**src/rtl/seq_mult16_pkg.sv**
```systemverilog
// Shared constants for the sequential 16x16 multiplier and its adder.
// Latency: n/a (declarations only).
// Backpressure: n/a (declarations only).
package seq_mult16_pkg;

    // Operand width is tied to the 16-bit ripple adder datapath
    localparam int WIDTH  = 16;
    localparam int PROD_W = 2 * WIDTH;
    localparam int CNT_W  = 5;
    localparam int ITER   = WIDTH;

    typedef logic [1:0] state_t;

    localparam logic [1:0] IDLE = 2'd0;
    localparam logic [1:0] RUN  = 2'd1;
    localparam logic [1:0] DONE = 2'd2;

    // Partial-product addend: the multiplicand when the current multiplier bit is set
    function automatic logic [WIDTH-1:0] pp_addend(input logic [WIDTH-1:0] m,
                                                   input logic             qbit);
        return qbit ? m : '0;
    endfunction

endpackage

```
**src/rtl/seq_mult16_adder16.sv**
```systemverilog
// 16-bit unsigned ripple-carry adder; carry-out is the 17th sum bit.
// Latency: purely combinational, zero cycles.
// Backpressure: none, no handshake.
module adder16
    import seq_mult16_pkg::*;
(
    input  logic [WIDTH-1:0] a,
    input  logic [WIDTH-1:0] b,
    output logic [WIDTH-1:0] s,
    output logic             cout
);

    logic [WIDTH:0] c;

    assign c[0] = 1'b0;

    // One full adder per bit, carry rippling from bit 0 upward
    for (genvar i = 0; i < WIDTH; i++) begin : g_fa
        assign s[i]   = a[i] ^ b[i] ^ c[i];
        assign c[i+1] = (a[i] & b[i]) | (a[i] & c[i]) | (b[i] & c[i]);
    end

    assign cout = c[WIDTH];

endmodule

```
**src/rtl/seq_mult16.sv**
```systemverilog
// Sequential unsigned 16x16->32 shift-and-add multiplier, one partial product per clock.
// Latency: 17 cycles from accepted start to the done pulse; one result per 17 cycles back-to-back.
// Backpressure: start is only accepted while ready (IDLE or DONE); it is ignored during RUN.
module seq_mult16
    import seq_mult16_pkg::*;
(
    input  logic              clk,
    input  logic              rst,
    input  logic              start,
    input  logic [WIDTH-1:0]  a,
    input  logic [WIDTH-1:0]  b,
    output logic              ready,
    output logic              busy,
    output logic              done,
    output logic [PROD_W-1:0] p
);

    state_t           state;
    logic [WIDTH-1:0] m;
    logic [WIDTH-1:0] acc;
    logic [WIDTH-1:0] q;
    logic [CNT_W-1:0] count;

    logic [WIDTH-1:0] addend;
    logic [WIDTH-1:0] sum;
    logic             cout;
    logic             accept;
    logic             last_iter;

    assign addend    = pp_addend(m, q[0]);
    assign ready     = (state == IDLE) || (state == DONE);
    assign busy      = (state == RUN);
    assign done      = (state == DONE);
    assign accept    = ready && start;
    assign last_iter = (count == CNT_W'(ITER - 1));
    assign p         = {acc, q};

    adder16 u_adder (
        .a    (acc),
        .b    (addend),
        .s    (sum),
        .cout (cout)
    );

    // Control FSM: capture on accepted start, count 16 RUN edges, pulse DONE for one cycle
    always_ff @(posedge clk) begin
        if (rst) begin
            state <= IDLE;
            count <= '0;
        end else begin
            case (state)
                IDLE, DONE: begin
                    if (accept) begin
                        state <= RUN;
                        count <= '0;
                    end else begin
                        state <= IDLE;
                    end
                end
                RUN: begin
                    count <= count + CNT_W'(1);
                    if (last_iter) begin
                        state <= DONE;
                    end
                end
                default: begin
                    state <= IDLE;
                    count <= '0;
                end
            endcase
        end
    end

    // Datapath: load operands on accept, otherwise shift {cout,sum,Q[15:1]} into {A,Q} while running
    always_ff @(posedge clk) begin
        if (rst) begin
            m   <= '0;
            acc <= '0;
            q   <= '0;
        end else if (accept) begin
            m   <= a;
            acc <= '0;
            q   <= b;
        end else if (state == RUN) begin
            // Carry-out becomes the new top bit of A so no sum bit is ever lost
            acc <= {cout, sum[WIDTH-1:1]};
            q   <= {sum[0], q[WIDTH-1:1]};
        end
    end

endmodule

```
**config.mk**
```make
export PLATFORM = sky130hd
export DESIGN_NAME = seq_mult16
export DESIGN_NICKNAME = d
export VERILOG_FILES = /design/src/rtl/seq_mult16_pkg.sv /design/src/rtl/seq_mult16_adder16.sv /design/src/rtl/seq_mult16.sv
export SDC_FILE = /design/constraint.sdc
export NUM_CORES = 1
export LEC_CHECK = 0
export CAP_MARGIN = 5
export CORE_ASPECT_RATIO = 1.25
export CORE_MARGIN = 2
export CORE_UTILIZATION = 39
export CTS_CLUSTER_DIAMETER = 100
export CTS_CLUSTER_SIZE = 16
export DETAILED_ROUTE_END_ITERATION = 16
export GPL_TIMING_DRIVEN = 0
export PLACE_DENSITY = 0.66
export SYNTH_ARGS = -nofsm -noshare
export SYNTH_HDL_FRONTEND = slang
export SYNTH_HIERARCHICAL = 1
export SYNTH_SLANG_ARGS = --single-unit
```
**constraint.sdc**
```tcl
create_clock -name clk -period 11.1 [get_ports clk]
set_input_delay 3.33 -clock clk [delete_from_list [all_inputs] [get_ports clk]]
set_output_delay 3.33 -clock clk [all_outputs]
set_load 0.03 [all_outputs]
```
==> results.ini <==
[min_path]
hold_path_class=register to register

[worst_setup_path]
crit_path_end_kind=register
arrival_ps=7320
crit_type=register to register
path_max_fanout=9
worstPathRequired_ps=11360
start_kind=register

[drt]
drtPass1Iterations=4
drt_wl_total_um=6090
viasPerCell=4.90
wl_per_cell_um=13.3
antenna_left=0
vias=2238
drt-initial-drc-count=67
drc=0

[placement]
place.gp.congestion=0.737
dp_cells=449
place.port_buffers=69
dp_hpwl_um=4550

[clock_tree]
cts_made_buffers=5
hold_buffers=0
clk_pin_slew_ps=110
cts_tree=built
root_buffer=clkbuf_8
htree_num_levels=2
cts_num_sinks=55
post-cts-setup-buffer-count=0
clockBufferDepth=2
clock_latency_ps=320
post_cts_resized=0

[sta]
slew_viol_final=0
hold_violations=0
max-slew-margin-rel_pct=53.8
fmax_ghz=0.142
finalCritPeriodShare_pct=63.6
final.setup.tns_ps=0
setup_viol=0
min_period_ps=7060
worst_slew_pin_slew_ps=693
skew_ps=7.75
rsz0062_at_grt=false

[cells_and_area]
drive_gt1_share_pct=17.2
nFillCells=667
regArea_um2=1100
stdcell_count=457
nets=419
area_growth_pct=33.9
antenna_cells=0
utilization_pct=53.1
multiInputGateArea_um2=1430

[synth]
yosysSeqAreaShare_pct=40.3
synth_top_flop_cell=dfxtp_1
synth_cells=290
synth_common_cells=nand2_1 (64), dfxtp_1 (55), nor3_2 (24)
yosysMostFrequentCell=nand2_1
ys_types=30
synthTopCellsByArea=dfxtp_1 (40%), fa_1 (11%), nor3_2 (8.8%)
yosysTopAreaCellShare_pct=40.3
yosysTopAreaCell=dfxtp_1
syn_area_per_cell_um2=9.42
synth.net_count=343
ys_warn_count=6
synth-edff-count=0
synth_seq_cells=55
async_reset_ff_share_pct=0
synthesis.area_um2=2730

[grt]
grt.overflow.total=0
grt.total_usage_pct=16.6
grt_pass1_vias=2220
grt_pass1_wl_um=10200
grt_max_degree=18
antenna_found_initial=0

[job]
max_cap_viol_count=0

[power]
p_leak_nw=1.39
ir_drop_v=0.0000682
power.density_nw_per_um2=125

[die]
dieArea_um2=7690
design.core.area_um2=6890
start_util_pct=39.6
ios=70
dieWidth_um=78.9
row_count=34
die_y_um=97.6

[status]
status=complete, no violations

## kinds of logic after synthesis
family	after synthesis	share of synthesized area (%)
AND/OR/NAND/NOR	131	27.1
AO/OA/AOI/OAI	53	12.2
XOR/XNOR	1	0.321
flip-flops	55	40.3
multiplexers	1	0.366
adder cells (fa/ha/maj)	18	12.4
buffers and inverters	31	7.28
## sequential cells by signal, summed over array words and instances, names as in the netlist
name	flops
acc	16
count	5
m	16
q	16
state	2
## critical path, cell delays in order (launching register included)
cell     delay (ps)
dfxtp_1         410
and2_1          200
ha_1            190
fa_1            390
fa_1            390
fa_1            400
fa_1            400
fa_1            400
fa_1            400
fa_1            410
fa_1            400
fa_1            400
fa_1            390
fa_1            380
fa_1            390
fa_1            400
fa_1            370
inv_1            80
fa_1            400
inv_1            60
nand2_1          40
a21oi_1         110
## per-stage QoR
stage	power, mW	hold slack, ps	cell area, µm²	setup slack (ps)
floorplan	0.279	432	2730	4280
global placement	0.316	437	3530	4090
detailed placement	0.318	443	3530	4080
CTS	0.461	458	3660	4030
global route	0.478	480	3660	3730
finish	0.457	457	3660	4040
## path summary, 6_finish.rpt
kind,start,end,slack (ps),cells past startpoint
max,q[0],acc[14],4040,21
min reg2reg,m[3],m[3],460,2
min,m[3],m[3],460,2
max reg2reg,q[0],acc[14],4040,21
## per-layer routing
layer	global-route usage, %	wire, µm	vias up	share of wire (%)
li1	-	-	1116	-
met1	19.8	2640	1066	43
met2	28.8	3040	46	50
met3	3.62	259	10	4.3
met4	6.37	145	0	2.4
met5	0	0	-	0
## cell usage in the layout, fill, tap and decap left out
| cell | count |
|---|---|
| nand2b_1 | 2 |
| inv_1 | 7 |
| clkdlybuf4s50_1 | 69 |
| nor4b_1 | 3 |
| nor3_2 | 24 |
| o21ai_0 | 1 |
| xor2_1 | 1 |
| a21oi_2 | 10 |
| nor3_1 | 8 |
| ha_1 | 3 |
| nand3_1 | 1 |
| o32a_1 | 1 |
| nand2b_4 | 1 |
| nor2_1 | 6 |
| nor2b_1 | 3 |
| clkbuf_1 | 4 |
| dfxtp_1 | 55 |
| fa_1 | 15 |
| buf_4 | 9 |
| nand2_1 | 64 |
| nor3b_1 | 2 |
| o22ai_1 | 16 |
| inv_6 | 2 |
| bufinv_16 | 1 |
| mux2i_1 | 1 |
| and3_1 | 1 |
| a22oi_1 | 1 |
| clkbuf_8 | 6 |
| buf_2 | 5 |
| a211o_1 | 1 |
| buf_6 | 5 |
| and2_1 | 16 |
| a21oi_1 | 23 |
## power breakdown
part	switching, mW	total [mW]	internal (mW)
sequential	0.00823	0.216	0.208
clock	0.0706	0.145	0.0744
combinational	0.0519	0.0960	0.0441
## cell type report
type                    instances  share of cell area, %
repair buffers                 69                   18.9
multi-input cells             204                   39.2
well taps                      90                   3.08
plain buffers                  23                   4.48
clock buffers                   6                   2.26
clock inverters                 2                   1.06
inverters                       8                  0.958
flip-flops and latches         55                   30.1
(Power assumes the default switching activity.)
